### config.mk
export PLATFORM = sky130hd
export DESIGN_NAME = fp_operand_stage
export DESIGN_NICKNAME = d
export VERILOG_FILES = /design/src/rtl/fp_operand_stage.sv
export SDC_FILE = /design/constraint.sdc
export NUM_CORES = 1
export LEC_CHECK = 0
export BUFFER_PORTS_ARGS = -buffer_cell sky130_fd_sc_hd__clkbuf_2
export CORE_UTILIZATION = 30
export DETAILED_ROUTE_END_ITERATION = 8
export PLACE_DENSITY = 0.6
export SYNTH_ARGS = -nofsm -noshare
export SYNTH_HDL_FRONTEND = slang
export SYNTH_SLANG_ARGS = --single-unit
### constraint.sdc
create_clock -name clk -period 3.05 [get_ports clk]
set_input_delay 0.61 -clock clk [delete_from_list [all_inputs] [get_ports clk]]
set_output_delay 0.61 -clock clk [all_outputs]
set_load 0.01 [all_outputs]
### src/rtl/fp_operand_stage.sv
// Two-entry operand FIFO for a binary64 add/multiply pipeline: classifies operands on
// acceptance and flags special/invalid cases. Define FP_DENORM_FLUSH_EN to flush subnormals to signed zero.
module fp_operand_stage (
    input  logic        clk,
    input  logic        reset,
    input  logic        in_valid,
    output logic        in_ready,
    input  logic [63:0] in_a,
    input  logic [63:0] in_b,
    input  logic        in_op,
    output logic        out_valid,
    input  logic        out_ready,
    output logic [63:0] out_a,
    output logic [63:0] out_b,
    output logic        out_op,
    output logic [2:0]  out_cls_a,
    output logic [2:0]  out_cls_b,
    output logic        out_special,
    output logic        out_invalid,
    output logic        out_flushed
);

    localparam logic [2:0] CLS_NORM = 3'b000;
    localparam logic [2:0] CLS_ZERO = 3'b001;
    localparam logic [2:0] CLS_INF  = 3'b010;
    localparam logic [2:0] CLS_QNAN = 3'b011;
    localparam logic [2:0] CLS_SNAN = 3'b100;
    localparam logic [2:0] CLS_SUB  = 3'b101;

    typedef struct packed {
        logic [63:0] a;
        logic [63:0] b;
        logic        op;
        logic [2:0]  cls_a;
        logic [2:0]  cls_b;
        logic        special;
        logic        invalid;
        logic        flushed;
    } entry_t;

    function automatic logic [2:0] classify(input logic [63:0] v);
        logic [2:0] c;
        if (v[62:52] == 11'd0)
            c = (v[51:0] == 52'd0) ? CLS_ZERO : CLS_SUB;
        else if (v[62:52] == 11'h7FF) begin
            if (v[51:0] == 52'd0)
                c = CLS_INF;
            else
                c = v[51] ? CLS_QNAN : CLS_SNAN;
        end else
            c = CLS_NORM;
        return c;
    endfunction

    entry_t     mem [0:1];
    entry_t     new_entry;
    entry_t     head;
    logic       wr_ptr, rd_ptr;
    logic [1:0] count, count_next;
    logic       ready_q;
    logic       push, pop;
    logic [2:0] ca, cb;
    logic       inf_a, inf_b, zero_a, zero_b;

    // Handshake: a transfer happens on a rising edge where valid && ready; in_ready is a
    // register so it never depends combinationally on out_ready.
    assign in_ready  = ready_q;
    assign out_valid = (count != 2'd0);
    assign push      = in_valid && ready_q;
    assign pop       = out_valid && out_ready;

    always_comb begin
        new_entry    = '0;
        new_entry.a  = in_a;
        new_entry.b  = in_b;
        new_entry.op = in_op;
        ca           = classify(in_a);
        cb           = classify(in_b);
`ifdef FP_DENORM_FLUSH_EN
        if (ca == CLS_SUB) begin
            new_entry.a       = {in_a[63], 63'd0};
            ca                = CLS_ZERO;
            new_entry.flushed = 1'b1;
        end
        if (cb == CLS_SUB) begin
            new_entry.b       = {in_b[63], 63'd0};
            cb                = CLS_ZERO;
            new_entry.flushed = 1'b1;
        end
`endif
        inf_a  = (ca == CLS_INF);
        inf_b  = (cb == CLS_INF);
        zero_a = (ca == CLS_ZERO);
        zero_b = (cb == CLS_ZERO);
        new_entry.cls_a   = ca;
        new_entry.cls_b   = cb;
        new_entry.special = inf_a || inf_b || (ca == CLS_QNAN) || (cb == CLS_QNAN)
                            || (ca == CLS_SNAN) || (cb == CLS_SNAN);
        // Invalid uses post-flush classes, so a flushed subnormal behaves as a true zero.
        new_entry.invalid = (ca == CLS_SNAN) || (cb == CLS_SNAN)
                            || (!in_op && inf_a && inf_b && (new_entry.a[63] != new_entry.b[63]))
                            || (in_op && ((inf_a && zero_b) || (zero_a && inf_b)));
    end

    always_comb begin
        count_next = count;
        case ({push, pop})
            2'b10:   count_next = count + 2'd1;
            2'b01:   count_next = count - 2'd1;
            default: count_next = count;
        endcase
    end

    always_ff @(posedge clk or negedge reset) begin
        if (!reset) begin
            count   <= 2'd0;
            wr_ptr  <= 1'b0;
            rd_ptr  <= 1'b0;
            ready_q <= 1'b0;
            mem[0]  <= '0;
            mem[1]  <= '0;
        end else begin
            count   <= count_next;
            ready_q <= (count_next != 2'd2);
            if (push) begin
                mem[wr_ptr] <= new_entry;
                wr_ptr      <= wr_ptr + 1'b1;
            end
            if (pop)
                rd_ptr <= rd_ptr + 1'b1;
        end
    end

    assign head        = mem[rd_ptr];
    assign out_a       = head.a;
    assign out_b       = head.b;
    assign out_op      = head.op;
    assign out_cls_a   = head.cls_a;
    assign out_cls_b   = head.cls_b;
    assign out_special = head.special;
    assign out_invalid = head.invalid;
`ifdef FP_DENORM_FLUSH_EN
    assign out_flushed = head.flushed;
`else
    assign out_flushed = 1'b0;
`endif

endmodule
==> run metrics, run 1 <==
max incr delay on CP=0.82 ns; fin cells=2194; Tmin final=2.88 ns; Synth Area per Inst=9.06 µm²; FP Rows=74; number of synthesized register bits=279; Crit Path Category=register to output port; maximum clock insertion buffer count=3; synthesized area=0.0125 mm²; Overall Global Routing Usage=17.3%; Residual DRC=0; crit start category=register; PwrDens=1110 mW/mm²; critical path's slowest cell=dfrtp_4; Skew-Pair Late Insertion Delay=0.52 ns; chip height=206 µm; CP endpoint kind=output port; clock skew=0.0147 ns; Yosys cell types=31; cts repair resizes=0; power share of the clock group=23.6%; Slew headroom=45.6%; Tcrit/Tclk final=94.4%; area post-placement=0.0146 mm²; clock root cell=clkbuf_16; Hold-fix buffers, CTS=0; sequential area share after synthesis=55.9%; Port Buffers=271; Initial Util=30.5%; initial antenna violation count=1; post-DP HPWL=24.4 mm; placed insts=2132; CP cell instances=buf_12, mux2_2, clkbuf_2; I/O pin count=273; WP data required=2.44 ns; Vias=10264; Net Count, Synth=1513; CTS tree=done; Sw Share=37.2%; final setup violation count=0; ANT nets after route=0; status=finished clean; Net Switching=6.47 mW; commonest cells after routing, fill and taps aside=786 x nand2_1, 278 x dfrtp_1, 270 x clkbuf_2, 141 x mux2_2, 37 x clkbuf_16; global-route wire length before repair=57.0 mm; Setup Buffers After CTS=0; Internal=10.9 mW; Fmax achieved=347 MHz; Initial DRT Pass Iterations=4; Worst EP arrival=2.27 ns; 1st-iter DRT viols=602; layout cells sized above 1=30.3%; most common cell after layout, fill and taps aside=nand2_1; Worst VDD drop=0.592 mV; global route total overflow=0; GPL Wtd Cong=0.770; register share of total power=36.1%; vias in the first global route=10440; total negative slack=0 ns; DRT Wirelength=36.7 mm; Clock Pin Slew Worst Setup and Hold Paths=0.06 ns; Finished Cell Area=0.0157 mm²; yosys warns=0; # nets final=1770; largest net degree at the start of global routing=93; post-DR wirelength/cell=16.7 µm; CTS HTree Levels=2; # clock sinks=279; total CTS buffers=34; Die Span X=206 µm; worst hold slack=0.0856 ns; Max Slew Vio Count=0; crit-path max FO=44; Core ar.=0.0409 mm²; worst min-delay path class=input port to asynchronous set/reset pin; max cap viols=0; Synth Instances=1379; measured slew at the worst slew-check pin=0.816 ns; RSZ-0062 raised after global routing=false; hold violation total from the final report=0; Lkg Pwr=8.43 nW; Synth-to-Final Area Change=25.9%; die area=0.0425 mm²; drt via density=4.68; combinational cell fraction of total power=40.3%
==> metrics by stage <==
step | power (mW) | utilization (%) | setup WS [ns]
after CTS | 17.7 | 38.4 | 0.115
final | 17.4 | 38.5 | 0.170
after detailed placement | 13.4 | 35.6 | 0.384
after global placement | 13.2 | 35.6 | 0.341
after global routing | 18.7 | 38.5 | 0.0857
after floorplan | 10.6 | - | 1.15
==> layer usage <==
metal	track usage (%)	part of all wire, %	wire length [µm]	vias to the layer above
li1	-	-	-	4931
met5	0	0	0	-
met4	6.62	2.7	999	0
met3	5.03	7.9	2890	67
met1	22.4	44	16100	4971
met2	27.2	45	16700	295
==> logic make-up (layout without fill, tap and decap cells) <==
group	after synthesis	in the layout	synth area share, %
and+or+nand+nor	851	851	27.2
buffers and inverters	78	360	2.69
adders and majority gates	1	1	0.100
xor gates and xnor gates	5	5	0.350
other	1	2	0.0300
AOI/OAI and AO/OA	23	23	1.06
muxes	141	141	12.7
DFF	279	279	55.9
==> layout make-up <==
| class | count | area (µm²) |
|---|---|---|
| sequential | 279 | 6990 |
| multi-input combinational | 1022 | 5210 |
| fill | 4149 | 25200 |
| antenna | 1 | 2.50 |
| clock inverter | 7 | 66.3 |
| clock buffer | 54 | 1080 |
| inverter | 2 | 7.51 |
| timing repair buffer | 297 | 1720 |
| tap | 532 | 666 |
==> cells in the mapped netlist (all sizes together) <==
| master | instances | area share [%] |
|---|---|---|
| buf | 35 | 1.4 |
| xnor2 | 2 | 0.14 |
| o211ai | 1 | 0.060 |
| o22a | 1 | 0.070 |
| o21ai | 14 | 0.56 |
| mux2 | 141 | 13 |
| nor2 | 5 | 0.15 |
| ha | 1 | 0.10 |
| nor4 | 33 | 2.1 |
| and2 | 1 | 0.050 |
| a221oi | 1 | 0.070 |
| a21oi | 2 | 0.080 |
| and4 | 4 | 0.28 |
| a31oi | 2 | 0.10 |
| nor3 | 2 | 0.080 |
| clkbuf | 41 | 1.2 |
| dfrtp | 279 | 56 |
| conb | 1 | 0.030 |
| xor2 | 3 | 0.21 |
| inv | 2 | 0.060 |
| a21boi | 2 | 0.12 |
| nand2b | 2 | 0.10 |
| nand4 | 4 | 0.20 |
| nand2 | 786 | 24 |
| or2 | 2 | 0.10 |
| nand3 | 7 | 0.28 |
| and3 | 5 | 0.25 |
==> power groups by stage <==
stage | clock network (mW) | logic (mW) | registers (mW)
after floorplan | 0 | 4.59 | 5.99
after global placement | 0 | 6.98 | 6.26
after detailed placement | 0 | 7.07 | 6.35
after CTS | 4.24 | 7.12 | 6.30
after global routing | 4.36 | 7.83 | 6.50
final | 4.11 | 7.01 | 6.28
==> registers in the layout, indices dropped and copies added (netlist names) <==
register  flops
count         2
rd_ptr        1
mem         274
in_ready      1
wr_ptr        1
==> critical path: cells and delay by family (launching register included) <==
family   cells  cell delay (ns)
flops        1             0.82
buf+inv      2             0.48
mux          1             0.40
==> path summary, 6_finish.rpt <==
kind / to / slack [ns] / cells after the start / startpoint
max in group asynchronous: mem[77] / 2.14 / 2 / reset
worst min-delay path: mem[118] / 0.09 / 1 / reset
worst min register to register: mem[173] / 0.46 / 2 / mem[173]
worst max-delay path: out_b[34] / 0.17 / 3 / rd_ptr
worst max register to register: mem[230] / 1.12 / 5 / in_ready
min in group clk: mem[78] / 0.30 / 3 / in_a[4]
No activity file was read; power rests on OpenSTA's default activity.
==> run 2, diff against run 1 <==
--- a/config.mk
+++ b/config.mk
@@ -7,8 +7,10 @@
 export LEC_CHECK = 0
 export BUFFER_PORTS_ARGS = -buffer_cell sky130_fd_sc_hd__clkbuf_2
 export CORE_UTILIZATION = 30
+export CTS_CLUSTER_SIZE = 16
 export DETAILED_ROUTE_END_ITERATION = 8
-export PLACE_DENSITY = 0.6
+export PLACE_DENSITY = 0.62
 export SYNTH_ARGS = -nofsm -noshare
 export SYNTH_HDL_FRONTEND = slang
 export SYNTH_SLANG_ARGS = --single-unit
+export TNS_END_PERCENT = 30
==> constraint.sdc (replaced) <==
create_clock -name clk -period 2.35 [get_ports clk]
set_input_delay 0.47 -clock clk [delete_from_list [all_inputs] [get_ports clk]]
set_output_delay 0.47 -clock clk [all_outputs]
set_load 0.01 [all_outputs]
==> run 2 against run 1 <==
Global-route usage up 0.33 points. Worst setup slack worse by 0.17 ns. Combinational power is 44% higher. First-iteration DRC count up 6.3%. Power rose by 35%. Clock skew about the same. Count of clock-buffer cells in the layout is 1 lower. Critical path type unchanged. Sequential power increased by 28%. Die area is the same.
==> run metrics, run 2 (synthesis results as in run 1) <==
Lkg Pwr=8.64 nW (was 8.43 nW); Port Buffers=271 (unchanged); die area=0.0425 mm² (unchanged); RSZ-0062 raised after global routing=true (was false); Internal=14.8 mW (was 10.9 mW); FP Rows=74 (unchanged); measured slew at the worst slew-check pin=0.910 ns (was 0.816 ns); chip height=206 µm (unchanged); total negative slack=0 ns (unchanged); total CTS buffers=35 (was 34); Tcrit/Tclk final=99.9%; clock root cell=clkbuf_16 (unchanged); DRT Wirelength=38.8 mm (was 36.7 mm); PwrDens=1460 mW/mm² (was 1110 mW/mm²); Fill cells=4097 (was 4149); final setup violation count=0 (unchanged); Vias=10488 (was 10264); Sw Share=37.2% (about the same); max cap viols=0 (unchanged); initial antenna violation count=3 (was 1); WP data required=1.88 ns (was 2.44 ns); Net Switching=8.75 mW (was 6.47 mW); # clock sinks=279 (unchanged); drt via density=4.73 (was 4.68); layout cells sized above 1=31.5% (was 30.3%); Initial Util=30.5% (unchanged); Top Registers=mem: 274 flops, count: 2 flops (unchanged); global-route wire length before repair=57.7 mm (was 57.0 mm); largest register by flop count=mem (unchanged); I/O pin count=273 (unchanged); register share of total power=34.1% (was 36.1%); # nets final=1797 (was 1770); global route total overflow=0 (unchanged); Initial DRT Pass Iterations=4 (unchanged); Fmax achieved=426 MHz; CP endpoint kind=output port (unchanged); 1st-iter DRT viols=640 (was 602); max reg flops=274 (unchanged); clock skew=0.0150 ns (was 0.0147 ns); Residual DRC=0 (unchanged); power share of the clock group=23.0% (was 23.6%); post-DP HPWL=25.0 mm (was 24.4 mm); GPL Wtd Cong=0.797 (was 0.770); Slew headroom=39.4% (was 45.6%); Design Power=23.5 mW (was 17.4 mW); crit start category=register (unchanged); Synth-to-Final Area Change=29.2% (was 25.9%); status=finished clean (unchanged); largest net degree at the start of global routing=75 (was 93); commonest cells after routing, fill and taps aside=786 x nand2_1, 278 x dfrtp_1, 258 x clkbuf_2, 141 x mux2_2, 43 x clkbuf_16 (was 786 x nand2_1, 278 x dfrtp_1, 270 x clkbuf_2, 141 x mux2_2, 37 x clkbuf_16); worst hold slack=0.163 ns (was 0.0856 ns); Worst EP arrival=1.88 ns (was 2.27 ns); Worst VDD drop=0.936 mV (was 0.592 mV); Tmin final=2.35 ns; CTS HTree Levels=2 (unchanged); Core ar.=0.0409 mm² (unchanged); post-DR wirelength/cell=17.5 µm (was 16.7 µm); CTS tree=done (unchanged); combinational cell fraction of total power=42.8% (was 40.3%); Crit Path Category=register to output port (unchanged); crit-path max FO=9 (was 44); worst min-delay path class=input port to register (was input port to asynchronous set/reset pin); ANT nets after route=0 (unchanged); hold violation total from the final report=0 (unchanged); Max Slew Vio Count=0 (unchanged); Overall Global Routing Usage=17.6% (was 17.3%); vias in the first global route=10299 (was 10440); Die Span X=206 µm (unchanged); Skew-Pair Late Insertion Delay=0.53 ns (was 0.52 ns); Clock Pin Slew Worst Setup and Hold Paths=0.06 ns (about the same); most common cell after layout, fill and taps aside=nand2_1 (unchanged); number of diodes=0 (was 1); maximum clock insertion buffer count=3 (unchanged)
run 2: timing repair:
item	4_1_cts	5_1_grt
hold buffers	1	0
endpoints found under the setup margin	121	110
resized for setup	5	21
setup buffers	4	1
cloned	1	8
hold endpoints to repair	64	0
run 2: worst paths after layout:
kind | start | end | slack (ns) | cells past startpoint
worst max-delay path | rd_ptr | out_a[60] | 0.003 | 4
worst min-delay path | in_a[46] | mem[120] | 0.16 | 3
worst max register to register | count[0] | in_ready | 0.58 | 6
worst min register to register | mem[230] | mem[230] | 0.47 | 2
max in group asynchronous | reset | mem[250] | 1.01 | 3
min in group asynchronous | reset | in_ready | 0.53 | 2
run 2: through the flow:
| stage | cell area, µm² | utilization [%] | cells | setup WS (ns) |
|---|---|---|---|---|
| 3_3_place_gp | 14600 | 35.8 | 2143 | -0.557 |
| 6_report | 16200 | 39.5 | 2219 | 0.00261 |
| 3_5_place_dp | 14600 | 35.8 | 2143 | -0.591 |
| 5_1_grt | 16200 | 39.5 | 2219 | -0.0650 |
| 4_1_cts | 15900 | 38.9 | 2210 | -0.0597 |
| 2_1_floorplan | 12500 | - | 1379 | 0.595 |
run 2: power by group through the flow:
stage               Combinational, mW  Sequential [mW]  Clock (mW)
floorplan                        5.95             7.77           0
global placement                 9.23             8.01           0
CTS                              9.69             8.03        5.59
detailed placement               9.35             8.13           0
global route                     11.1             8.31        5.75
finish                           10.1             8.03        5.42
run 2: cell type report:
cell class / instances / area, µm² / share of cell area (%)
Inverter: 2 / 7.51 / 0.0465
Clock inverter: 8 / 72.6 / 0.449
Clock buffer: 53 / 1100 / 6.79
Multi-Input combinational cell: 1022 / 5210 / 32.3
Timing Repair Buffer: 323 / 2110 / 13.1
Sequential cell: 279 / 6990 / 43.3
Tap cell: 532 / 666 / 4.12
run 2: metal layers:
| layer | vias up | wire length [µm] | global-route usage (%) |
|---|---|---|---|
| met3 | 59 | 3060 | 5.36 |
| met4 | 6 | 755 | 4.49 |
| met5 | - | 40 | 0 |
| met1 | 5157 | 17000 | 23.4 |
| met2 | 296 | 17900 | 27.9 |
| li1 | 4970 | - | - |
run 2: worst max-delay path: stages, from the launching register on:
cell and delay, ns:
dfrtp_4 0.47, buf_12 0.19, clkbuf_16 0.19, mux2_2 0.34, clkbuf_2 0.14
